**config.mk**
```make
export PLATFORM = sky130hd
export DESIGN_NAME = parity_frame_serializer
export DESIGN_NICKNAME = d
export VERILOG_FILES = /design/src/rtl/parity_frame_serializer.sv
export SDC_FILE = /design/constraint.sdc
export NUM_CORES = 1
export LEC_CHECK = 0
export BUFFER_PORTS_ARGS = -buffer_cell sky130_fd_sc_hd__buf_2
export CAP_MARGIN = 10
export CELL_PAD_IN_SITES_DETAIL_PLACEMENT = 0
export CELL_PAD_IN_SITES_GLOBAL_PLACEMENT = 2
export CORE_MARGIN = 8
export CORE_UTILIZATION = 36
export CTS_BUF_LIST = sky130_fd_sc_hd__clkbuf_4
export CTS_CLUSTER_SIZE = 24
export DETAILED_ROUTE_END_ITERATION = 8
export PLACE_DENSITY = 0.84
export SYNTH_ARGS = -nofsm -noshare
export SYNTH_HDL_FRONTEND = slang
export SYNTH_SLANG_ARGS = --single-unit
```
**constraint.sdc**
```tcl
create_clock -name clk -period 2.1 [get_ports clk]
set_input_delay 0.42 -clock clk [delete_from_list [all_inputs] [get_ports clk]]
set_output_delay 0.42 -clock clk [all_outputs]
set_load 0.02 [all_outputs]
```
**src/rtl/parity_frame_serializer.sv**
```systemverilog
// Parallel-to-serial frame source for the serial even-parity checker.
// Accepts a word over valid/ready and emits it LSB first. One even-parity bit follows the
// data. A one-cycle clear pulse precedes each frame, and a frame_done strobe follows it.
module parity_frame_serializer #(
  parameter int WIDTH = 8,
  parameter int GAP   = 1
) (
  input  logic             clk,
  input  logic             reset,
  input  logic [WIDTH-1:0] din,
  input  logic             din_valid,
  output logic             din_ready,
  output logic             ser_out,
  output logic             ser_valid,
  output logic             par_clr,
  output logic             frame_done,
  output logic             busy
);

  localparam int BW = $clog2(WIDTH + 1);
  localparam int GW = $clog2(GAP + 1);
  localparam logic [BW-1:0] BIT_LAST = BW'(WIDTH - 1);
  localparam logic [GW-1:0] GAP_LAST = GW'(GAP - 1);

  typedef enum logic [2:0] {
    S_IDLE,
    S_CLR,
    S_DATA,
    S_PAR,
    S_GAP
  } state_t;

  state_t           state;
  state_t           state_nxt;
  logic [WIDTH-1:0] shreg;
  logic             pbit;
  logic [BW-1:0]    bitcnt;
  logic [GW-1:0]    gapcnt;
  logic             accept;

  // Only din_ready sees reset combinationally; every other output decodes registered state.
  assign din_ready = (state == S_IDLE) && !reset;
  assign accept    = din_valid && din_ready;

  // State register
  always_ff @(posedge clk) begin
    if (reset) state <= S_IDLE;
    else       state <= state_nxt;
  end

  // Next-state and output decode
  always_comb begin
    state_nxt  = state;
    ser_out    = 1'b0;
    ser_valid  = 1'b0;
    par_clr    = 1'b0;
    frame_done = 1'b0;
    busy       = 1'b1;
    case (state)
      S_IDLE: begin
        busy = 1'b0;
        if (accept) state_nxt = S_CLR;
      end
      S_CLR: begin
        par_clr   = 1'b1;
        state_nxt = S_DATA;
      end
      S_DATA: begin
        ser_valid = 1'b1;
        ser_out   = shreg[0];
        if (bitcnt == BIT_LAST) state_nxt = S_PAR;
      end
      S_PAR: begin
        ser_valid = 1'b1;
        ser_out   = pbit;
        state_nxt = S_GAP;
      end
      S_GAP: begin
        frame_done = (gapcnt == '0);
        if (gapcnt == GAP_LAST) state_nxt = S_IDLE;
      end
      default: begin
        busy      = 1'b0;
        state_nxt = S_IDLE;
      end
    endcase
  end

  // Datapath: capture on accept, shift during DATA, count idle cycles during GAP
  always_ff @(posedge clk) begin
    if (reset) begin
      shreg  <= '0;
      pbit   <= 1'b0;
      bitcnt <= '0;
      gapcnt <= '0;
    end else begin
      case (state)
        S_IDLE: begin
          if (accept) begin
            shreg  <= din;
            pbit   <= ^din;
            bitcnt <= '0;
          end
        end
        S_DATA: begin
          shreg  <= shreg >> 1;
          bitcnt <= bitcnt + BW'(1);
        end
        S_PAR: begin
          gapcnt <= '0;
        end
        S_GAP: begin
          gapcnt <= gapcnt + GW'(1);
        end
        default: ;
      endcase
    end
  end

endmodule

```
==> results by group, run 1 <==
Outcome
  – Status: finished, final reports clean

Drt
  – WL final: 2065 microns
  – DRC: 0
  – Routed vias/inst: 5.092
  – Post-route ant nets: 0
  – Initial DRC Count: 38
  – TritonRoute pass-1 iters: 4
  – Vias post-DR: 774
  – WL per Instance: 13.59 microns

Timing
  – RSZ-0062 raised after global routing: false
  – Final Setup Violations: 0
  – Max-slew headroom: 67.20%
  – Worst-margin pin slew: 489.9 ps
  – F_max: 534.2 MHz
  – Layout Skew: 7.122 ps
  – Setup TNS: 0 ps
  – Hold slack: 399.0 ps
  – Min Tclk post-route: 1872 ps
  – Crit share post-route: 89.14%
  – Slew Limit Fails: 0
  – Final hold violations: 0

Logic synthesis
  – Cell Area, Synth: 944.7 sq um
  – Most used DFF post-synth: dfxtp_1
  – Combinational family with the most area after synthesis: simple AND/OR/NAND/NOR gates
  – Synth Register Bits: 17
  – Post-synth EDFFs: 0
  – Post-Syn Instances: 108
  – Post-Synth XOR/XNOR Area: 8.344%
  – Simple-gate portion of the synthesized area: 27.42%
  – Asr flop ratio synth: 0%
  – Register area share after synthesis: 36.03%
  – Mapped Nets: 120
  – Area share of fa/ha/maj cells after synthesis: 1.325%
  – Mean Syn Cell Area: 8.747 sq um
  – Yosys warns: 0
  – Complex-gate fraction of the synthesized area: 18.68%
  – Mux contribution to synthesized area: 1.060%
  – Netlist cell types: 33

Placement
  – Dpl hpwl: 1486 microns
  – Port bufs: 16
  – RD Place Congestion: 0.6799

GRT
  – First-pass GRT wire length: 3443 microns
  – Gr usage total: 9.899%
  – Grt total ovfl: 0
  – Antenna violations before repair: 0
  – Largest net degree at the start of global routing: 19
  – Vias in the first global route: 752

Power and ir drop
  – Sequential fraction of design power: 50.1%
  – Sw frac: 32.61%
  – Power Density: 723.6 nW/um^2
  – Clk network pwr share: 24.2%
  – P_leak: 0.3976 nW
  – Net Switching: 245.6 uW
  – Comb power frac: 25.7%
  – Pint: 507.6 uW
  – Peak supply drop: 0.0003734 V

CTS
  – Clock tree sinks: 17
  – Setup bufs post-CTS: 0
  – Hold Buf Count CTS: 0
  – CTS H-Tree Depth: 1
  – Clk root buf: clkbuf_4
  – Total CTS buffers: 3
  – Clk pin slew, worst setup/hold paths: 110 ps
  – Worst skew pair latency: 290 ps
  – # resized after CTS: 0
  – CTS tree: built
  – Clock Path Buffers: 2

Setup path
  – RR Endpoint: shreg[5]$_SDFFE_PP0P_
  – Setup slack, reg-to-reg: 470 ps
  – Worst R2R Start: state[0]$_SDFFE_PP0P_
  – CP required: 1680 ps
  – CP Launch Type: flop
  – Setup Crit Path Kind: flop to output pin
  – Crit path max fanout: 6
  – CP arrival: 1450 ps
  – R2R cell count: 4
  – Worst setup EP type: output pin

Die
  – Core area: 2477 sq um
  – # IOs: 17
  – Die Wd: 67.23 microns
  – Full die area: 4519 sq um
  – Starting Density: 38.13%
  – Num rows: 18
  – Die height: 67.23 microns

Cells and area
  – Ant. Diodes: 0
  – Area Growth Syn to Fin: 10.20%
  – Share of layout cells above drive strength 1: 25.41%
  – Final net count: 135
  – Fill cells: 264
  – Most common cell after layout, fill and taps aside: nand2_1
  – Most frequent cells in the layout: nand2_1 (18), dfxtp_1 (17), buf_2 (16)

Worst hold path
  – Hold Path Class: primary input to flop
  – Worst min-delay path startpoint: din[2]
  – Hold depth: 3
  – Worst Hold Endpoint: shreg[2]$_SDFFE_PP0P_

Flow run
  – Max-Cap Viols: 0
## sequential cells by signal, indices dropped and copies added, names as in the netlist
name and cells:
bitcnt 4, shreg 8, pbit 1, gapcnt 1, state 3
## worst max path at each step
| stage | start | endpoint | slack [ps] | cells past startpoint |
|---|---|---|---|---|
| 2_1_floorplan | state[1]$_SDFFE_PP0P_ | ser_out | 370 | 3 |
| 3_3_place_gp | state[0]$_SDFFE_PP0P_ | shreg[6]$_SDFFE_PP0P_ | 500 | 4 |
| 3_5_place_dp | reset | shreg[0]$_SDFFE_PP0P_ | 480 | 5 |
| 4_1_cts | state[1]$_SDFFE_PP0P_ | frame_done | 200 | 5 |
| 5_1_grt | state[0]$_SDFFE_PP0P_ | busy | 110 | 3 |
| 6_report | state[1]$_SDFFE_PP0P_ | frame_done | 230 | 5 |
## through the flow
stage	utilization, %	std cells	total power, mW	area [sq um]	setup WS [ps]
floorplan	-	108	0.5456	944.7	367.2
global placement	40.91	148	0.5755	1013	503.8
CTS	42.02	152	0.7613	1041	196.7
finish	42.02	152	0.7532	1041	228.0
global route	42.02	152	0.8041	1041	110.2
detailed placement	40.91	148	0.5798	1013	478.1
## cell families after synthesis
family | after synthesis
and+or+nand+nor | 50
DFF | 17
muxes | 1
AOI/OAI and AO/OA | 21
adders and majority gates | 1
buffers and inverters | 9
xor gates and xnor gates | 9
## metal layers
metal	track usage (%)	vias up	wire length (microns)
li1	-	403	-
met1	11.35	350	1004
met2	15.89	19	920
met3	4.801	2	123
met4	3.133	0	17
met5	0	-	0
## area by class of cell
cell class              instances  area [sq um]  area share, %
flip-flops and latches         17         340.3          32.69
clock inverters                 1         5.005         0.4808
well taps                      30         37.54          3.606
multi-input cells              82         536.8          51.56
repair buffers                 18         95.09          9.135
clock buffers                   3         22.52          2.163
inverters                       1         3.754         0.3606
## cells in the mapped netlist (2+ instances only)
library cell  count  share of area, %
nor2_1           12               4.8
a311oi_1          4               3.7
a21oi_1           6               3.2
nor2_2            3               2.0
a311oi_2          3               4.8
nand3b_1          3               2.4
nor2b_1           3               2.0
xnor2_1           9               8.3
nand2_1          18               7.2
nand3_1           4               2.1
clkbuf_1          2              0.79
buf_2             2               1.1
buf_4             2               1.6
nand2b_1          2               1.3
dfxtp_1          17                36
## power by group through the flow
stage	sequential [mW]	combinational [mW]	clock (mW)
2_1_floorplan	0.374	0.172	0
3_3_place_gp	0.384	0.191	0
3_5_place_dp	0.384	0.195	0
4_1_cts	0.377	0.197	0.187
5_1_grt	0.381	0.219	0.205
6_report	0.377	0.194	0.182
## critical path, stage by stage, from the launching register on
cell and delay (ps):
dfxtp_1 380, buf_4 180, nor2_1 240, nand2_1 90, nor2_1 100, buf_2 170
Power figures use the tool's default switching activity.
==> run 2, diff against run 1 <==
==> constraint.sdc (replaced) <==
create_clock -name clk -period 2.1 [get_ports clk]
set_input_delay 0.21 -clock clk [delete_from_list [all_inputs] [get_ports clk]]
set_output_delay 0.21 -clock clk [all_outputs]
set_load 0.02 [all_outputs]
==> run 2 against run 1 <==
  * Critical path depth fell by 1
  * Clock-buffer cell count grew 1
  * Die area unchanged
  * Cell count fell by 0.66%
  * Sequential power hardly changed
  * Worst setup slack gained 190 ps
  * Largest power group unchanged
  * Highest routed layer unchanged
==> results by group, run 2 (synthesis gave the netlist of run 1 again) <==
Outcome
  – Status: finished, final reports clean

Power and ir drop
  – Net Switching: 238.4 uW (-3.0%)
  – P_leak: 0.3930 nW (-1.2%)
  – Sequential fraction of design power: 50.0% (about the same)
  – Clk network pwr share: 25.5% (+1.3 points)
  – Pint: 521.4 uW (+2.7%)
  – Peak supply drop: 0.0003314 V (-11%)
  – Sw frac: 31.37% (-1.2 points)
  – Comb power frac: 24.4% (-1.3 points)
  – Power Density: 733.4 nW/um^2 (+1.4%)

Setup path
  – Worst setup startpoint: state[1]$_SDFFE_PP0P_
  – CP Launch Type: flop
  – Crit path max fanout: 14 (+8)
  – Worst R2R Start: state[1]$_SDFFE_PP0P_
  – CP arrival: 1890 ps (+440 ps)
  – Setup slack, reg-to-reg: 420 ps (-50 ps)
  – Worst setup EP type: flop
  – CP required: 2320 ps (+640 ps)
  – Setup Crit Path Kind: flop to flop

Drt
  – Initial DRC Count: 32 (-16%)
  – Post-route ant nets: 0 (unchanged)
  – Vias post-DR: 747 (-3.5%)
  – WL final: 1912 microns (-7.4%)
  – TritonRoute pass-1 iters: 4 (unchanged)
  – Routed vias/inst: 4.947 (-2.8%)
  – WL per Instance: 12.66 microns (-6.8%)
  – DRC: 0 (unchanged)

Cells and area
  – Ant. Diodes: 0 (unchanged)
  – Post-Layout Cell Count: 151 (-0.66%)
  – Most common cell after layout, fill and taps aside: nand2_1
  – Max FFs per register: 8 (unchanged)
  – Final net count: 134 (-0.74%)
  – Area Growth Syn to Fin: 9.668%
  – Largest registers: shreg (8), bitcnt (4), state (3)
  – Largest Register: shreg
  – Share of layout cells above drive strength 1: 24.79% (-0.62 points)
  – Most frequent cells in the layout: nand2_1 (18), dfxtp_1 (17), buf_2 (16)

Die
  – Starting Density: 38.13% (unchanged)
  – Core area: 2477 sq um (unchanged)
  – Die height: 67.23 microns (unchanged)
  – Die Wd: 67.23 microns (unchanged)
  – Num rows: 18 (unchanged)
  – Full die area: 4519 sq um (unchanged)
  – # IOs: 17 (unchanged)

Worst hold path
  – Worst min-delay path startpoint: din[3]
  – Hold Path Class: primary input to flop

Timing
  – Slew Limit Fails: 0 (unchanged)
  – RSZ-0062 raised after global routing: false
  – F_max: 596.3 MHz (+12%)
  – Min Tclk post-route: 1677 ps (-194.9 ps)
  – Layout Skew: 1.691 ps (-5.431 ps)
  – Worst-margin pin slew: 465.5 ps (-24.45 ps)
  – Final Setup Violations: 0 (unchanged)
  – Setup TNS: 0 ps (unchanged)
  – Final hold violations: 0 (unchanged)
  – Max-slew headroom: 68.93% (+1.7 points)
  – Crit share post-route: 79.86% (-9.3 points)

GRT
  – M1 GR Usage: 10.50% (-0.86 points)
  – Gr usage total: 9.155% (-0.74 points)
  – Most Crowded Layer GR: met2
  – First-pass GRT wire length: 3139 microns (-8.8%)
  – Grt met2 use: 13.98% (-1.9 points)
  – Grt total ovfl: 0 (unchanged)
  – Antenna violations before repair: 0 (unchanged)
  – Largest net degree at the start of global routing: 19 (unchanged)
  – Met3 Resource Use GR: 3.808% (-0.99 points)
  – Vias in the first global route: 699 (-7.0%)

CTS
  – # resized after CTS: 0 (unchanged)
  – Clock tree sinks: 17 (unchanged)
  – Total CTS buffers: 3 (unchanged)
  – Clk root buf: clkbuf_4
  – Worst skew pair latency: 300 ps (about the same)
  – Hold Buf Count CTS: 0 (unchanged)
  – CTS tree: built
  – Clock Path Buffers: 2 (unchanged)
  – Setup bufs post-CTS: 0 (unchanged)
  – Clk pin slew, worst setup/hold paths: 100 ps (about the same)
  – CTS H-Tree Depth: 1 (unchanged)

Flow run
  – Max-Cap Viols: 0 (unchanged)

Placement
  – Port bufs: 16 (unchanged)
  – RD Place Congestion: 0.7048 (+3.7%)
  – Post-Place Cells: 147 (-0.68%)
  – Dpl hpwl: 1394 microns (-6.2%)
-- run 2: metal layers --
| layer | part of all wire [%] | wire length [microns] |
|---|---|---|
| met4 | 2.4 | 45 |
| met3 | 7.1 | 135 |
| met2 | 40 | 772 |
| met5 | 0 | 0 |
| met1 | 50 | 959 |
-- run 2: worst max-delay path, stage by stage (launching register included) --
cell and delay [ps]:
dfxtp_1 560, nor3b_2 490, a21o_4 250, nor2_1 60
a311oi_1 230
-- run 2: area by class of cell --
type                       instances  area, sq um
tap                               30        37.54
timing repair buffer              17        87.58
clock buffer                       4        30.03
fill                             282         1441
multi-input combinational         82        536.8
sequential                        17        340.3
inverter                           1        3.754
-- run 2: power by group through the flow --
stage / Combinational, mW / Clock, mW / Sequential (mW)
2_1_floorplan: 0.172 / 0 / 0.374
3_3_place_gp: 0.185 / 0 / 0.388
3_5_place_dp: 0.188 / 0 / 0.388
4_1_cts: 0.188 / 0.196 / 0.381
5_1_grt: 0.205 / 0.217 / 0.386
6_report: 0.186 / 0.194 / 0.380
-- run 2: stage by stage --
step | util (%) | hold slack, ps | total power, mW | instance area (sq um) | worst slack [ps]
2_1_floorplan | - | 356.8 | 0.5456 | 944.7 | 512.0
3_3_place_gp | 40.61 | 472.5 | 0.5728 | 1006 | 477.4
3_5_place_dp | 40.61 | 471.8 | 0.5758 | 1006 | 426.9
4_1_cts | 41.82 | 181.5 | 0.7647 | 1036 | 407.3
6_report | 41.82 | 185.6 | 0.7598 | 1036 | 422.9
5_1_grt | 41.82 | 184.4 | 0.8083 | 1036 | 224.5
-- run 2: worst paths after layout --
check,end,depth (start not counted)
setup reg to reg,shreg[1]$_SDFFE_PP0P_,4
setup / recovery,shreg[1]$_SDFFE_PP0P_,4
hold reg to reg,shreg[0]$_SDFFE_PP0P_,2
hold / removal,shreg[3]$_SDFFE_PP0P_,3
==> run 3, diff against run 2 <==
--- a/config.mk
+++ b/config.mk
@@ -10,11 +10,11 @@
 export CELL_PAD_IN_SITES_DETAIL_PLACEMENT = 0
 export CELL_PAD_IN_SITES_GLOBAL_PLACEMENT = 2
 export CORE_MARGIN = 8
-export CORE_UTILIZATION = 36
+export CORE_UTILIZATION = 30
 export CTS_BUF_LIST = sky130_fd_sc_hd__clkbuf_4
 export CTS_CLUSTER_SIZE = 24
 export DETAILED_ROUTE_END_ITERATION = 8
-export PLACE_DENSITY = 0.84
+export PLACE_DENSITY = 0.74
 export SYNTH_ARGS = -nofsm -noshare
 export SYNTH_HDL_FRONTEND = slang
 export SYNTH_SLANG_ARGS = --single-unit
==> constraint.sdc (replaced) <==
create_clock -name clk -period 1.49 [get_ports clk]
set_input_delay 0.149 -clock clk [delete_from_list [all_inputs] [get_ports clk]]
set_output_delay 0.149 -clock clk [all_outputs]
set_load 0.02 [all_outputs]
==> run 3 against run 2 <==
  * Clock skew is 8.3 ps higher
  * First-iteration DRC count is 47% lower
  * Sequential share of layout area down 2.6 points
  * Clock power increased by 37%
  * Cell count is 15% higher
  * Combinational power grew 69%
  * Flip-flop and latch count stayed put
  * Largest power group unchanged
==> results by group, run 3 (synthesis gave the netlist of run 1 again) <==
Outcome
  – Status: finished, final reports clean

Die
  – Starting Density: 31.20% (-6.9 points)
  – Num rows: 20 (+2)
  – Core area: 3028 sq um (+22%)
  – Die height: 72.12 microns (+7.3%)
  – # IOs: 17 (unchanged)
  – Full die area: 5201 sq um (+15%)
  – Die Wd: 72.12 microns (+7.3%)

CTS
  – CTS tree: built
  – Clock Path Buffers: 2 (unchanged)
  – Worst skew pair latency: 290 ps (about the same)
  – Clk root buf: clkbuf_4
  – CTS H-Tree Depth: 1 (unchanged)
  – Clock tree sinks: 17 (unchanged)
  – Clk pin slew, worst setup/hold paths: 100 ps (about the same)
  – Hold Buf Count CTS: 0 (unchanged)
  – Total CTS buffers: 3 (unchanged)

Setup path
  – Worst setup EP type: output pin
  – CP Launch Type: flop
  – Crit path max fanout: 5 (-9)
  – Worst R2R Start: state[0]$_SDFFE_PP0P_
  – CP required: 1340 ps (-980 ps)
  – Setup Crit Path Kind: flop to output pin
  – RR Endpoint: bitcnt[2]$_SDFFE_PP0P_
  – R2R cell count: 4 (unchanged)
  – CP arrival: 1270 ps (-620 ps)
  – Worst setup startpoint: state[1]$_SDFFE_PP0P_
  – Setup slack, reg-to-reg: 170 ps (-250 ps)

Timing
  – Slew Limit Fails: 0 (unchanged)
  – Crit share post-route: 95.30%
  – Post-route setup slack: 70.03 ps (-352.9 ps)
  – Max-slew headroom: 77.14% (+8.2 points)
  – Final hold violations: 0 (unchanged)
  – F_max: 704.2 MHz
  – Final Setup Violations: 0 (unchanged)
  – RSZ-0062 raised after global routing: true
  – Min Tclk post-route: 1420 ps
  – Layout Skew: 9.944 ps (+8.253 ps)
  – Worst-margin pin slew: 334.2 ps (-131.2 ps)
  – Hold slack: 133.5 ps (-52.16 ps)

Drt
  – Vias post-DR: 803 (+7.5%)
  – Initial DRC Count: 17 (-47%)
  – DRC: 0 (unchanged)
  – WL final: 2106 microns (+10%)
  – Routed vias/inst: 4.642 (-6.2%)
  – WL per Instance: 12.17 microns (-3.9%)
  – TritonRoute pass-1 iters: 4 (unchanged)
  – Post-route ant nets: 0 (unchanged)

GRT
  – Largest net degree at the start of global routing: 18 (-1)
  – Vias in the first global route: 803 (+15%)
  – Antenna violations before repair: 0 (unchanged)
  – First-pass GRT wire length: 3677 microns (+17%)
  – Gr usage total: 8.751% (-0.40 points)
  – Grt total ovfl: 0 (unchanged)

Worst hold path
  – Worst Hold Endpoint: shreg[3]$_SDFFE_PP0P_
  – Hold Path Class: primary input to flop
  – Hold depth: 3 (unchanged)
  – Worst min-delay path startpoint: din[3]

Power and ir drop
  – Peak supply drop: 0.0004009 V (+21%)
  – Comb power frac: 28.4% (+4.0 points)
  – Power Density: 960.3 nW/um^2 (+31%)
  – Clk network pwr share: 23.9% (-1.6 points)
  – Net Switching: 339.5 uW (+42%)
  – P_leak: 0.4397 nW (+12%)
  – Sequential fraction of design power: 47.7% (-2.3 points)
  – Sw frac: 30.67% (-0.70 points)
  – Pint: 767.2 uW (+47%)
  – Pwr Total: 1.107 mW (+46%)

Cells and area
  – Share of layout cells above drive strength 1: 33.33% (+8.5 points)
  – Max FFs per register: 8 (unchanged)
  – Area Growth Syn to Fin: 21.99%
  – Most frequent cells in the layout: nand2_1 (18), dfxtp_1 (14), buf_2 (13)
  – Largest registers: shreg (8), bitcnt (4), state (3)
  – Final net count: 142 (+6.0%)
  – Most common cell after layout, fill and taps aside: nand2_1
  – Largest Register: shreg
  – Ant. Diodes: 0 (unchanged)

Placement
  – Dpl hpwl: 1570 microns (+13%)
  – Pre-CTS setup slack: 122.1 ps (-304.8 ps)
  – Port bufs: 16 (unchanged)
  – RD Place Congestion: 0.7302 (+3.6%)

Flow run
  – Max-Cap Viols: 0 (unchanged)
-- run 3: cell count changes in the layout (fill, tap and decap cells not counted) --
cell | previous run | this run
buf_2 | 16 | 13
buf_4 | 1 | 10
buf_6 | 0 | 2
dfxtp_1 | 17 | 14
dfxtp_2 | 0 | 1
dfxtp_4 | 0 | 2
nor2_1 | 12 | 11
nor2_4 | 0 | 1
nor2b_1 | 3 | 2
nor2b_4 | 0 | 1
-- run 3: worst max-delay path by stage --
stage	depth (start not counted)	slack [ps]	end
after global placement	4	130	bitcnt[2]$_SDFFE_PP0P_
final	3	70	din_ready
after floorplan	6	-60	shreg[4]$_SDFFE_PP0P_
after global routing	5	-5	frame_done
after CTS	3	6	din_ready
after detailed placement	4	120	bitcnt[2]$_SDFFE_PP0P_
-- run 3: through the flow --
step	utilization, %	area [sq um]	instances	TNS (ps)
5_1_grt	38.06	1152	173	-8.460
3_5_place_dp	35.29	1069	167	0
3_3_place_gp	35.29	1069	167	0
2_1_floorplan	-	944.7	108	-173.2
6_report	38.06	1152	173	0
4_1_cts	36.53	1106	171	0
-- run 3: layout make-up --
type                    instances  area [sq um]
inverters                       1         3.754
multi-input cells              82         551.8
flip-flops and latches         17         349.1
clock buffers                   4         30.03
repair buffers                 25         162.7
well taps                      44         55.05
fillers                       330          1876
-- run 3: what timing repair did --
item / CTS / global route
resized for setup: 4 / 10
setup buffers: 0 / 2
hold endpoints to repair: 0 / 0
pin swaps: 0 / 4
endpoints found under the setup margin: 4 / 5
-- run 3: critical path: stages, from the launching register on --
cell	delay, ps
dfxtp_4	370
nor4_4	310
buf_4	170
buf_4	130
-- run 3: power groups by stage --
stage / registers [mW] / logic (mW) / clock network [mW]
2_1_floorplan: 0.527 / 0.241 / 0
3_3_place_gp: 0.537 / 0.291 / 0
3_5_place_dp: 0.537 / 0.294 / 0
4_1_cts: 0.528 / 0.297 / 0.281
5_1_grt: 0.533 / 0.350 / 0.305
6_report: 0.528 / 0.314 / 0.265
-- run 3: per-layer routing --
metal | track usage (%) | up-vias | share of wire [%]
met3 | 2.479 | 2 | 5.6
met2 | 13.04 | 14 | 43
met5 | 0 | - | 0
met4 | 4.762 | 0 | 0.90
met1 | 11.01 | 366 | 50
li1 | - | 421 | -
